==> src/rtl/piso_serial_tx_pkg.sv <==
// Shared types and constants for the serial transmit path.
// Provides the FSM state encoding, bit-order selectors and counter sizing.
package serial_pkg;

    typedef enum logic {
        IDLE  = 1'b0,
        SHIFT = 1'b1
    } state_e;

    localparam bit MSB = 1'b1;
    localparam bit LSB = 1'b0;

    function automatic int cnt_w(input int width);
        return $clog2(width);
    endfunction

endpackage

==> src/rtl/piso_serial_tx_if.sv <==
// Parallel word handshake plus serial output bundle of the PISO transmitter.
// master = producer/consumer side, slave = transmitter side.
interface piso_serial_tx_if #(
    parameter int WIDTH = 8
);
    logic [WIDTH-1:0] din;
    logic             din_valid;
    logic             din_ready;
    logic             q;
    logic             qb;
    logic             q_valid;
    logic             done;

    modport master (
        output din, din_valid,
        input  din_ready, q, qb, q_valid, done
    );

    modport slave (
        input  din, din_valid,
        output din_ready, q, qb, q_valid, done
    );
endinterface

==> src/rtl/piso_serial_tx_shift_reg.sv <==
// WIDTH-bit load/shift/clear register; DIR selects which end is the head bit.
// head_nxt_o is the head bit the register will hold after this edge.
module shift_reg_piso
    import serial_pkg::*;
#(
    parameter int WIDTH = 8,
    parameter bit DIR   = MSB
) (
    input  logic             clk,
    input  logic             rst,
    input  logic             load_i,
    input  logic             shift_i,
    input  logic             clear_i,
    input  logic [WIDTH-1:0] data_i,
    output logic             head_nxt_o
);

    logic [WIDTH-1:0] sh_q;
    logic [WIDTH-1:0] sh_d;

    always_comb begin
        sh_d = sh_q;
        if (load_i) begin
            sh_d = data_i;
        end else if (clear_i) begin
            sh_d = '0;
        end else if (shift_i) begin
            if (DIR == MSB) begin
                sh_d = {sh_q[WIDTH-2:0], 1'b0};
            end else begin
                sh_d = {1'b0, sh_q[WIDTH-1:1]};
            end
        end
    end

    assign head_nxt_o = (DIR == MSB) ? sh_d[WIDTH-1] : sh_d[0];

    always_ff @(posedge clk or posedge rst) begin
        if (rst) begin
            sh_q <= '0;
        end else begin
            sh_q <= sh_d;
        end
    end

endmodule

==> src/rtl/piso_serial_tx.sv <==
// Parallel-in/serial-out transmitter: one WIDTH-bit word per WIDTH cycles, back-to-back capable.
// First bit appears the cycle after accept; din_ready only in IDLE or on the last bit.
module piso_serial_tx
    import serial_pkg::*;
#(
    parameter int WIDTH     = 8,
    parameter bit MSB_FIRST = 1'b1
) (
    input  logic                clk,
    input  logic                rst,
    piso_serial_tx_if.slave     bus
);

    localparam int               CNT_W    = cnt_w(WIDTH);
    localparam logic [CNT_W-1:0] CNT_LAST = CNT_W'(WIDTH - 1);
    localparam logic [CNT_W-1:0] CNT_PEN  = CNT_W'(WIDTH - 2);

    state_e           state_q, state_d;
    logic [CNT_W-1:0] cnt_q, cnt_d;
    logic             q_q, qb_q, q_valid_q, done_q;
    logic             q_valid_d, done_d;
    logic             load, shift, clear;
    logic             head_nxt;
    logic             ready;
    logic             accept;

    assign ready  = (state_q == IDLE) || ((state_q == SHIFT) && (cnt_q == CNT_LAST));
    assign accept = bus.din_valid && ready;

    always_comb begin
        state_d   = state_q;
        cnt_d     = cnt_q;
        q_valid_d = 1'b0;
        done_d    = 1'b0;
        load      = 1'b0;
        shift     = 1'b0;
        clear     = 1'b0;
        unique case (state_q)
            IDLE: begin
                if (accept) begin
                    load      = 1'b1;
                    cnt_d     = '0;
                    q_valid_d = 1'b1;
                    state_d   = SHIFT;
                end
            end
            SHIFT: begin
                if (cnt_q == CNT_LAST) begin
                    // Reload on the last bit keeps the stream gap-free.
                    if (accept) begin
                        load      = 1'b1;
                        cnt_d     = '0;
                        q_valid_d = 1'b1;
                    end else begin
                        clear   = 1'b1;
                        state_d = IDLE;
                    end
                end else begin
                    shift     = 1'b1;
                    cnt_d     = cnt_q + 1'b1;
                    q_valid_d = 1'b1;
                    done_d    = (cnt_q == CNT_PEN);
                end
            end
            default: begin
                state_d = IDLE;
            end
        endcase
    end

    shift_reg_piso #(
        .WIDTH (WIDTH),
        .DIR   (MSB_FIRST)
    ) u_shift (
        .clk        (clk),
        .rst        (rst),
        .load_i     (load),
        .shift_i    (shift),
        .clear_i    (clear),
        .data_i     (bus.din),
        .head_nxt_o (head_nxt)
    );

    always_ff @(posedge clk or posedge rst) begin
        if (rst) begin
            state_q   <= IDLE;
            cnt_q     <= '0;
            q_q       <= 1'b0;
            qb_q      <= 1'b1;
            q_valid_q <= 1'b0;
            done_q    <= 1'b0;
        end else begin
            state_q   <= state_d;
            cnt_q     <= cnt_d;
            q_q       <= head_nxt;
            qb_q      <= ~head_nxt;
            q_valid_q <= q_valid_d;
            done_q    <= done_d;
        end
    end

    assign bus.din_ready = ready;
    assign bus.q         = q_q;
    assign bus.qb        = qb_q;
    assign bus.q_valid   = q_valid_q;
    assign bus.done      = done_q;

endmodule

==> src/flat_wrapper.sv <==
// flat-port wrapper written by rule: the top's interface ports become plain ports
module piso_serial_tx_flat import serial_pkg::*;
#(
    parameter int WIDTH     = 8,
    parameter bit MSB_FIRST = 1'b1
)
  (clk, rst, bus_din, bus_din_valid, bus_din_ready, bus_q, bus_qb, bus_q_valid, bus_done);
  piso_serial_tx_if #(.WIDTH(WIDTH)) bus_i ();
  input  logic clk;
  input  logic rst;
  input wire logic [$bits(bus_i.din)-1:0] bus_din;
  input wire logic [$bits(bus_i.din_valid)-1:0] bus_din_valid;
  output wire logic [$bits(bus_i.din_ready)-1:0] bus_din_ready;
  output wire logic [$bits(bus_i.q)-1:0] bus_q;
  output wire logic [$bits(bus_i.qb)-1:0] bus_qb;
  output wire logic [$bits(bus_i.q_valid)-1:0] bus_q_valid;
  output wire logic [$bits(bus_i.done)-1:0] bus_done;
  assign bus_i.din = bus_din;
  assign bus_i.din_valid = bus_din_valid;
  assign bus_din_ready = bus_i.din_ready;
  assign bus_q = bus_i.q;
  assign bus_qb = bus_i.qb;
  assign bus_q_valid = bus_i.q_valid;
  assign bus_done = bus_i.done;
  piso_serial_tx #(.WIDTH(WIDTH), .MSB_FIRST(MSB_FIRST)) u_core (.clk(clk), .rst(rst), .bus(bus_i));
endmodule
==> config.mk <==
export PLATFORM = sky130hd
export DESIGN_NAME = piso_serial_tx_flat
export DESIGN_NICKNAME = d
export VERILOG_FILES = /design/src/rtl/piso_serial_tx_pkg.sv /design/src/rtl/piso_serial_tx_if.sv /design/src/rtl/piso_serial_tx_shift_reg.sv /design/src/rtl/piso_serial_tx.sv /design/src/flat_wrapper.sv
export SDC_FILE = /design/constraint.sdc
export NUM_CORES = 1
export LEC_CHECK = 0
export ABC_AREA = 1
export CORE_MARGIN = 2
export CORE_UTILIZATION = 51
export DETAILED_ROUTE_END_ITERATION = 6
export PLACE_DENSITY_LB_ADDON = 0.15
export RECOVER_POWER = 25
export SKIP_LAST_GASP = 1
export SYNTH_ARGS = -nofsm -noshare
export SYNTH_HDL_FRONTEND = slang
export SYNTH_SLANG_ARGS = --single-unit
==> constraint.sdc <==
create_clock -name clk -period 2.8 [get_ports clk]
set_input_delay 0.84 -clock clk [delete_from_list [all_inputs] [get_ports clk]]
set_output_delay 0.84 -clock clk [all_outputs]
set_load 0.02 [all_outputs]
==> results of run 1 <==
power by group through the flow:
stage | Combinational [W] | Clock, W | Sequential [W]
final | 0.000346 | 0.000147 | 0.000327
after floorplan | 0.000234 | 0 | 0.000344
after detailed placement | 0.000350 | 0 | 0.000330
after global placement | 0.000341 | 0 | 0.000325
after global routing | 0.000385 | 0.000158 | 0.000334
after CTS | 0.000352 | 0.000150 | 0.000326
sequential cells by signal (all words and copies together), names as in the netlist:
name	count
u_core.bus.done	1
u_core.bus.q_valid	1
u_core.bus.qb	1
u_core.cnt_q	3
u_core.u_shift.sh_q	8
what timing repair did:
item	in CTS	in global routing
hold buffers	0	0
endpoints found under the setup margin	0	1
gates resized for setup	0	1
worst max-delay path, cell delays in order, from the launching register on:
cell	delay, ns
dfrtp_1	0.41
ha_1	0.19
ha_1	0.17
inv_1	0.10
nand2_4	0.16
dlymetal6s2s_1	0.26
worst paths after layout:
path | end | slack [ns] | cells past startpoint
max | bus_din_ready | 0.39 | 5
min | u_core.u_shift.sh_q[4] | 0.50 | 2
max reg2reg | u_core.cnt_q[0] | 1.35 | 7
min reg2reg | u_core.u_shift.sh_q[4] | 0.50 | 2
max in group asynchronous | u_core.bus.qb | 1.41 | 2
min in group asynchronous | u_core.u_shift.sh_q[1] | 1.03 | 2
area by class of cell:
class | instances | area (um^2) | share of cell area
clock buffer | 4 | 36.3 | 0.0397
sequential | 14 | 352 | 0.384
timing repair buffer | 16 | 160 | 0.175
tap | 15 | 18.8 | 0.0205
inverter | 7 | 26.3 | 0.0287
multi-input combinational | 51 | 322 | 0.352
cell usage in the layout (no fill, tap or decap):
master	count
dfrtp_1	13
clkbuf_8	1
clkdlybuf4s50_1	13
dlygate4sd3_1	1
nand3_1	7
dfstp_2	1
nand3_2	12
buf_4	1
nand2_1	23
inv_1	6
dlymetal6s2s_1	1
clkbuf_4	3
nor2_1	1
nor2_2	1
nand2_4	1
nand3b_1	1
o21ai_2	1
o21ai_0	1
ha_1	3
inv_2	1
cell families (layout without fill, tap and decap cells):
group                    after synthesis  in the layout
AO/OA/AOI/OAI                          2              2
adder cells (fa/ha/maj)                3              3
flip-flops                            14             14
buffers and inverters                  9             27
AND/OR/NAND/NOR                       46             46
cells in the mapped netlist:
library cell,number,share of area
nor2_2,1,0.0087
inv_2,1,0.0052
o21ai_0,1,0.0070
buf_4,1,0.010
nand3_1,7,0.049
o21ai_2,1,0.012
nand3_2,12,0.17
inv_1,6,0.031
nand3b_1,1,0.010
dfstp_2,1,0.037
nor2_1,1,0.0052
nand2_4,1,0.016
nand2_1,23,0.12
dfrtp_1,13,0.45
ha_1,3,0.052
buf_6,1,0.016
stage by stage:
step                std cells   util  cell area (um^2)  total power, W
detailed placement        103  0.673               876        0.000679
floorplan                  74      -               718        0.000578
finish                    107  0.703               915        0.000820
global placement          103  0.673               876        0.000666
CTS                       107  0.701               912        0.000828
global route              107  0.703               915        0.000878
metal layers:
metal  wire length [um]  part of all wire
met1                589              0.44
met2                666              0.49
met3                 78             0.058
met4                 11            0.0082
met5                  0                 0
==> metrics.csv, run 1 <==
stage;metric;value;unit
run_status;status;finished, final reports clean;
sta;report.final.slew_viol_count;0;
global_routing;busiest_layer;met2;
pwr;seq_power_share;0.398;
synth;synthSimpleGateAreaFrac;0.376;
pwr;swShare;0.387;
floorplanning;io-pin-count;16;
pwr;combPwrFrac;0.422;
global_routing;grt_pass1_vias;529;
sta;worst_pin_slew;0.533;ns
synth;synth_adder_area_share;0.0523;
synth;ys_warn_count;0;
global_routing;grt_start_max_net_pins;18;
clock_tree;clockBufferDepth;2;
synth;syn_nets;88;
cells_and_area;drive_gt1_frac;0.239;
synth;synth_top_family_by_area;simple AND/OR/NAND/NOR gates;
worst_setup_path;crit_path_end_kind;output pin;
global_routing;overflow;0;
sta;rsz0062_at_grt;false;
clock_tree;clkLatencyLatePin;0.28;ns
clock_tree;clock-root-buffer;clkbuf_4;
placed_design;hpwl;973;um
drt;drt_iter0_drc;9;
synth;ys_seq_elements;14;
clock_tree;cts_setup_buffers;0;
worst_setup_path;critPathMaxFanout;17;
pwr;p_clk_frac;0.180;
sta;tns;0;ns
global_routing;grt_pass1_wl;2290;um
synth;avgSynthCellArea;9.71;um^2
global_routing;met2_usage;0.281;
drt;drc;0;
placed_design;dp_slack;0.371;ns
pwr;p_int;0.000502;W
synth;synthMuxAreaShare;0;
drt;vias;563;
drt;wl_per_cell;12.6;um
sta;finalCritPeriodShare;0.862;
clock_tree;numCtsBuffers;3;
drt;detail-route-antenna-nets;0;
synth;synth_compound_area_frac;0.0192;
placed_design;io_buffer_count;15;
global_routing;antenna_found_initial;0;
floorplanning;coreArea;1300;um^2
synth;syn_inst;74;
global_routing;met3_usage;0.0435;
drt;via_per_inst;5.26;
clock_tree;clkSinkCount;14;
sta;fmax;0.414;GHz
floorplanning;die_area;1720;um^2
sta;hold-worst-slack;0.504;ns
pwr;vdd_drop_max;576;uV
pwr;p_leak;0.475;nW
sta;hold_viol_final;0;
global_routing;use_met1;0.218;
clock_tree;cts_tree;built;
pwr;power.switching;0.000317;W
global_routing;grt.total_usage;0.174;
hold_path;hp-class;flip-flop to flip-flop;
sta;finalSetupViolCount;0;
clock_tree;htreeDepth;1;
pwr;p_per_area;896;nW/um^2
synth;synth.distinct_cells;16;
worst_setup_path;criticalPathCategory;flip-flop to output pin;
worst_setup_path;crit-reg2reg-launch;u_core.cnt_q[1];
hold_path;hp-start;u_core.u_shift.sh_q[3];
flow_run;cap_viol_max_count;0;
cells_and_area;nets;107;
placed_design;gp_congestion;0.750;
sta;period_minus_slack;2.41;ns
synth;synth-xor-area-share;0;
cells_and_area;diodes;0;
worst_setup_path;worstSetupStartpointType;flip-flop;
worst_setup_path;crit_required;1.96;ns
drt;detail_route.first_pass.iterations;4;
floorplanning;die_h;41.5;um
clock_tree;path_clk_slew;0.09;ns
synth;yosysSeqAreaShare;0.490;
worst_setup_path;crit_path_start;u_core.cnt_q[1];
sta;setup_ws;0.387;ns
cells_and_area;area_growth;27.4;%
floorplanning;start_util;0.552;
sta;clock_skew;0.00353;ns
floorplanning;die_w;41.5;um
synth;synth_area;718;um^2
sta;relSlewSlack;0.644;
floorplanning;rows;13;
worst_setup_path;arrival;1.57;ns
drt;finalWirelength;1350;um
cells_and_area;fillCellCount;100;
Note: power is estimated with default switching activity, not from simulation.
==> run 2: changes to the inputs <==
CORE_UTILIZATION = 55   (was 51)
DONT_BUFFER_PORTS = 1   (was not set)
==> metrics.csv, run 2 (synthesis gave the netlist of run 1 again) <==
stage;metric;value;unit;change
sta;report.final.slew_viol_count;0;;unchanged
pwr;p_int;0.000450;W;-10%
flow_run;cap_viol_max_count;0;;unchanged
worst_setup_path;critPathMaxFanout;17;;unchanged
clock_tree;clockBufferDepth;2;;unchanged
worst_setup_path;arrival;1.34;ns;-0.23 ns
global_routing;met2_usage;0.278;;-0.00302
cells_and_area;top_regs;u_core.u_shift.sh_q: 8 flops, u_core.cnt_q: 3 flops;;
sta;tns;0;ns;unchanged
pwr;vdd_drop_max;543;uV;-5.7%
cells_and_area;fillCellCount;95;;-5.0%
pwr;combPwrFrac;0.332;;-0.090
clock_tree;cts_hold_buf;0;;unchanged
global_routing;grt_start_max_net_pins;18;;unchanged
placed_design;hpwl;822;um;-16%
drt;detail_route.first_pass.iterations;4;;unchanged
drt;wl_per_cell;12.9;um;+2.4%
sta;period_minus_slack;2.18;ns;-0.238 ns
floorplanning;coreArea;1250;um^2;-3.8%
clock_tree;cts_tree;built;;
cells_and_area;largest_reg_flops;8;;unchanged
worst_setup_path;criticalPathCategory;flip-flop to output pin;;
cells_and_area;multi_input_area;322;um^2;unchanged
cells_and_area;drive_gt1_frac;0.276;;+0.0372
global_routing;grt.total_usage;0.197;;+0.0230
clock_tree;htreeDepth;1;;unchanged
floorplanning;io-pin-count;16;;unchanged
pwr;power.switching;0.000299;W;-5.7%
cells_and_area;diodes;0;;unchanged
worst_setup_path;slowest_delay;0.40;ns;about the same
run_status;status;finished, final reports clean;;
worst_setup_path;critPathBufInv;1;;-1
sta;fmax;0.460;GHz;+11%
worst_setup_path;crit_path_end_kind;output pin;;
sta;hold_viol_final;0;;unchanged
clock_tree;clkLatencyLatePin;0.29;ns;about the same
pwr;total_power;0.000750;W;-8.5%
pwr;p_leak;0.396;nW;-17%
worst_setup_path;crit_required;1.96;ns;about the same
pwr;seq_power_share;0.468;;+0.070
global_routing;antenna_found_initial;0;;unchanged
global_routing;busiest_layer;met2;;
clock_tree;cts_setup_buffers;0;;unchanged
sta;relSlewSlack;0.635;;-0.00956
pwr;p_clk_frac;0.200;;+0.020
floorplanning;rows;13;;unchanged
floorplanning;die_h;40.1;um;-3.3%
placed_design;gp_congestion;0.658;;-12%
pwr;p_per_area;994;nW/um^2;+11%
clock_tree;path_clk_slew;0.09;ns;about the same
drt;finalWirelength;1170;um;-13%
worst_setup_path;worstSetupStartpointType;flip-flop;;
floorplanning;die_w;40.1;um;-3.3%
drt;detail-route-antenna-nets;0;;unchanged
worst_setup_path;cp_slowest_cell;dfrtp_1;;
worst_setup_path;cpLargestDelayFamily;flip-flops;;
global_routing;met3_usage;0.100;;+0.0565
cells_and_area;mostFrequentLayoutCells;23 x nand2_1, 13 x dfrtp_1, 12 x nand3_2;;
worst_setup_path;crit_top_cell;ha_1;;
sta;clock_skew;0.00849;ns;+0.00496 ns
drt;drt_iter0_drc;9;;unchanged
clock_tree;numCtsBuffers;3;;unchanged
pwr;swShare;0.399;;+0.0121
drt;drc;0;;unchanged
clock_tree;clock-root-buffer;clkbuf_4;;
floorplanning;start_util;0.573;;+0.0215
global_routing;overflow;0;;unchanged
worst_setup_path;rr_worst_depth;7;;unchanged
sta;finalCritPeriodShare;0.777;;-0.0849
cells_and_area;final_common_cell;nand2_1;;
sta;worst_pin_slew;0.547;ns;+0.0143 ns
cells_and_area;nets;91;;-15%
drt;vias;487;;-13%
sta;finalSetupViolCount;0;;unchanged
clock_tree;cts-resized-gates;0;;unchanged
sta;rsz0062_at_grt;false;;
global_routing;grt_pass1_wl;1990;um;-13%
drt;via_per_inst;5.35;;+1.7%
global_routing;use_met1;0.241;;+0.0231
cells_and_area;final_area;754;um^2;-18%
cells_and_area;fin_util;0.602;;-0.100
cells_and_area;area_growth;5.05;%;
clock_tree;clkSinkCount;14;;unchanged
cells_and_area;largest_register;u_core.u_shift.sh_q;;
hold_path;hp-class;input port to asynchronous set/reset pin;;
placed_design;dpl_cell_area;718;um^2;-18%
cells_and_area;ff_latch_area;352;um^2;unchanged
worst_setup_path;cp.depth;4;;-1
placed_design;io_buffer_count;0;;-15
worst_setup_path;worstPathCellList;ha_1 > ha_1 > inv_1 > nand2_4;;
floorplanning;die_area;1610;um^2;-6.6%
global_routing;grt_pass1_vias;451;;-15%
==> run 2: final timing paths <==
check	from	to	slack, ns
max in group asynchronous	rst	u_core.cnt_q[2]	1.96
min	rst	u_core.u_shift.sh_q[3]	0.47
min reg2reg	u_core.u_shift.sh_q[0]	u_core.u_shift.sh_q[0]	0.48
min in group clk	u_core.u_shift.sh_q[0]	u_core.u_shift.sh_q[0]	0.48
max	u_core.cnt_q[1]	bus_din_ready	0.62
max reg2reg	u_core.cnt_q[1]	u_core.cnt_q[0]	1.34
==> run 2: worst register-to-register path: stages, from the launching register on <==
cell	delay (ns)
dfrtp_1	0.40
ha_1	0.19
ha_1	0.17
inv_1	0.10
nand2_4	0.18
inv_2	0.20
nand2_1	0.06
o21ai_0	0.07
==> run 2: power by group through the flow <==
stage	combinational, W	sequential, W	clock [W]
floorplan	0.000234	0.000344	0
global placement	0.000249	0.000353	0
detailed placement	0.000254	0.000355	0
CTS	0.000254	0.000351	0.000153
global route	0.000305	0.000362	0.000162
finish	0.000249	0.000351	0.000150
==> run 2: area by class of cell <==
cell class	instances	area share
Clock buffer	4	0.0481
Inverter	7	0.0348
Multi-Input combinational cell	51	0.426
Sequential cell	14	0.466
Tap cell	15	0.0249
==> run 2: routing by layer <==
layer / wire [um] / share of wire / vias up
li1: - / - / 243
met1: 531 / 0.45 / 225
met2: 530 / 0.45 / 14
met3: 83 / 0.071 / 5
met4: 26 / 0.022 / 0
met5: 0 / 0 / -
==> run 2: through the flow <==
stage | hold WS [ns] | setup WS, ns | std cells
after floorplan | 0.449 | 0.897 | 74
after global placement | 0.469 | 0.954 | 87
after global routing | 0.504 | 0.526 | 91
after CTS | 0.487 | 0.607 | 91
final | 0.470 | 0.625 | 91
after detailed placement | 0.465 | 0.928 | 87
==> run 3: changes to the inputs <==
CORE_UTILIZATION = 52   (was 55)
clock period = 1.8 ns   (was 2.8 ns; I/O delays follow)
==> metrics.csv, run 3 (synthesis gave the netlist of run 1 again) <==
stage;metric;value;unit;change
pwr;p_leak;0.422;nW;+6.6%
clock_tree;cts_tree;built;;
global_routing;antenna_found_initial;0;;unchanged
worst_setup_path;worstSetupStartpointType;flip-flop;;
cells_and_area;fin_util;0.617;;+0.0149
placed_design;gp_congestion;0.690;;+4.8%
sta;period_minus_slack;1.75;ns;
floorplanning;io-pin-count;16;;unchanged
cells_and_area;largest_reg_flops;8;;unchanged
cells_and_area;drive_gt1_frac;0.366;;+0.0895
floorplanning;rows;13;;unchanged
sta;finalSetupViolCount;0;;unchanged
sta;setup_ws;0.0524;ns;-0.572 ns
cells_and_area;diodes;0;;unchanged
clock_tree;clkLatencyLatePin;0.27;ns;-0.02 ns
clock_tree;numCtsBuffers;3;;unchanged
floorplanning;die_h;41.2;um;+2.6%
floorplanning;die_w;41.2;um;+2.6%
clock_tree;htreeDepth;1;;unchanged
cells_and_area;fillCellCount;119;;+25%
sta;relSlewSlack;0.659;;+0.0245
clock_tree;clock-root-buffer;clkbuf_4;;
placed_design;hpwl;970;um;+18%
worst_setup_path;crit_required;1.26;ns;-0.70 ns
sta;report.final.slew_viol_count;0;;unchanged
sta;worst_pin_slew;0.510;ns;-0.0367 ns
drt;vias;510;;+4.7%
cells_and_area;nets;97;;+6.6%
run_status;status;finished, final reports clean;;
drt;finalWirelength;1360;um;+16%
clock_tree;path_clk_slew;0.09;ns;about the same
cells_and_area;area_growth;11.8;%;
clock_tree;clockBufferDepth;2;;unchanged
placed_design;dp_slack;0.235;ns;-0.692 ns
drt;drt_iter0_drc;7;;-2
drt;detail-route-antenna-nets;0;;unchanged
cells_and_area;final_common_cell;nand2_1;;
sta;hold-worst-slack;0.172;ns;-0.297 ns
global_routing;grt_start_max_net_pins;15;;-3
sta;tns;0;ns;unchanged
drt;detail_route.first_pass.iterations;4;;unchanged
worst_setup_path;r2r_slack;0.39;ns;-0.95 ns
global_routing;grt.total_usage;0.190;;-0.00641
floorplanning;die_area;1690;um^2;+5.2%
pwr;total_power;0.00127;W;+69%
sta;finalCritPeriodShare;0.971;;
drt;wl_per_cell;14.1;um;+9.2%
hold_path;hp-class;input port to asynchronous set/reset pin;;
floorplanning;start_util;0.552;;-0.0215
global_routing;grt_pass1_wl;2010;um;+1.4%
global_routing;overflow;0;;unchanged
placed_design;io_buffer_count;0;;unchanged
drt;via_per_inst;5.26;;-1.8%
floorplanning;coreArea;1300;um^2;+3.9%
worst_setup_path;critPathMaxFanout;6;;-11
clock_tree;clkSinkCount;14;;unchanged
worst_setup_path;criticalPathCategory;flip-flop to output pin;;
cells_and_area;top_regs;u_core.u_shift.sh_q: 8 flops, u_core.cnt_q: 3 flops;;
drt;drc;0;;unchanged
sta;hold_viol_final;0;;unchanged
worst_setup_path;arrival;1.21;ns;-0.13 ns
sta;fmax;0.572;GHz;
pwr;vdd_drop_max;747;uV;+38%
sta;rsz0062_at_grt;false;;
cells_and_area;mostFrequentLayoutCells;23 x nand2_1, 13 x dfrtp_1, 12 x nand3_2;;
worst_setup_path;crit_path_end_kind;output pin;;
pwr;p_per_area;1580;nW/um^2;+59%
sta;clock_skew;0.00534;ns;-0.00315 ns
flow_run;cap_viol_max_count;0;;unchanged
global_routing;grt_pass1_vias;447;;-0.89%
cells_and_area;largest_register;u_core.u_shift.sh_q;;
run 3: final cells by class:
cell class / instances / area [um^2] / share of cell area
sequential: 14 / 352 / 0.438
multi-input combinational: 52 / 333 / 0.414
timing repair buffer: 5 / 37.5 / 0.0467
clock buffer: 4 / 36.3 / 0.0452
inverter: 7 / 26.3 / 0.0327
tap: 15 / 18.8 / 0.0234
run 3: what timing repair did:
action	in CTS	in global routing
hold buffers	0	0
setup endpoints to repair	1	1
setup buffers	2	2
endpoints found under the hold margin	0	0
gates cloned	1	0
gates resized for setup	1	2
pin swaps	0	0
run 3: through the flow:
step | cell area [um^2] | cells
floorplan | 718 | 74
global placement | 726 | 88
detailed placement | 726 | 88
CTS | 783 | 95
global route | 803 | 97
finish | 803 | 97
run 3: critical path: stages, from the launching register on:
cell     delay (ns)
dfrtp_1        0.41
ha_2           0.18
ha_2           0.17
inv_2          0.07
nand2_4        0.10
run 3: worst paths after layout:
kind / to / depth (start not counted) / from
min reg2reg: u_core.u_shift.sh_q[0] / 2 / u_core.u_shift.sh_q[0]
max reg2reg: u_core.u_shift.sh_q[5] / 8 / u_core.cnt_q[1]
max in group asynchronous: u_core.bus.qb / 1 / rst
min: u_core.u_shift.sh_q[0] / 1 / rst
max: bus_din_ready / 4 / u_core.cnt_q[1]
min in group clk: u_core.u_shift.sh_q[0] / 2 / bus_din[0]
run 3: metal layers:
layer / vias to the layer above / track usage / routed length, um
met2: 18 / 0.320 / 707
met4: 0 / 0.0726 / 5
met3: 2 / 0.0435 / 102
li1: 254 / - / -
met5: - / 0 / 0
met1: 236 / 0.233 / 549
run 3: report_power, final:
part | switching, W | internal [W] | leakage (nW) | total [W]
Combinational | 0.000283 | 0.000208 | 0.224 | 0.000491
Clock | 0.000104 | 0.000123 | 0.0210 | 0.000226
Sequential | 0.000116 | 0.000436 | 0.177 | 0.000552
Total | 0.000502 | 0.000767 | 0.422 | 0.00127
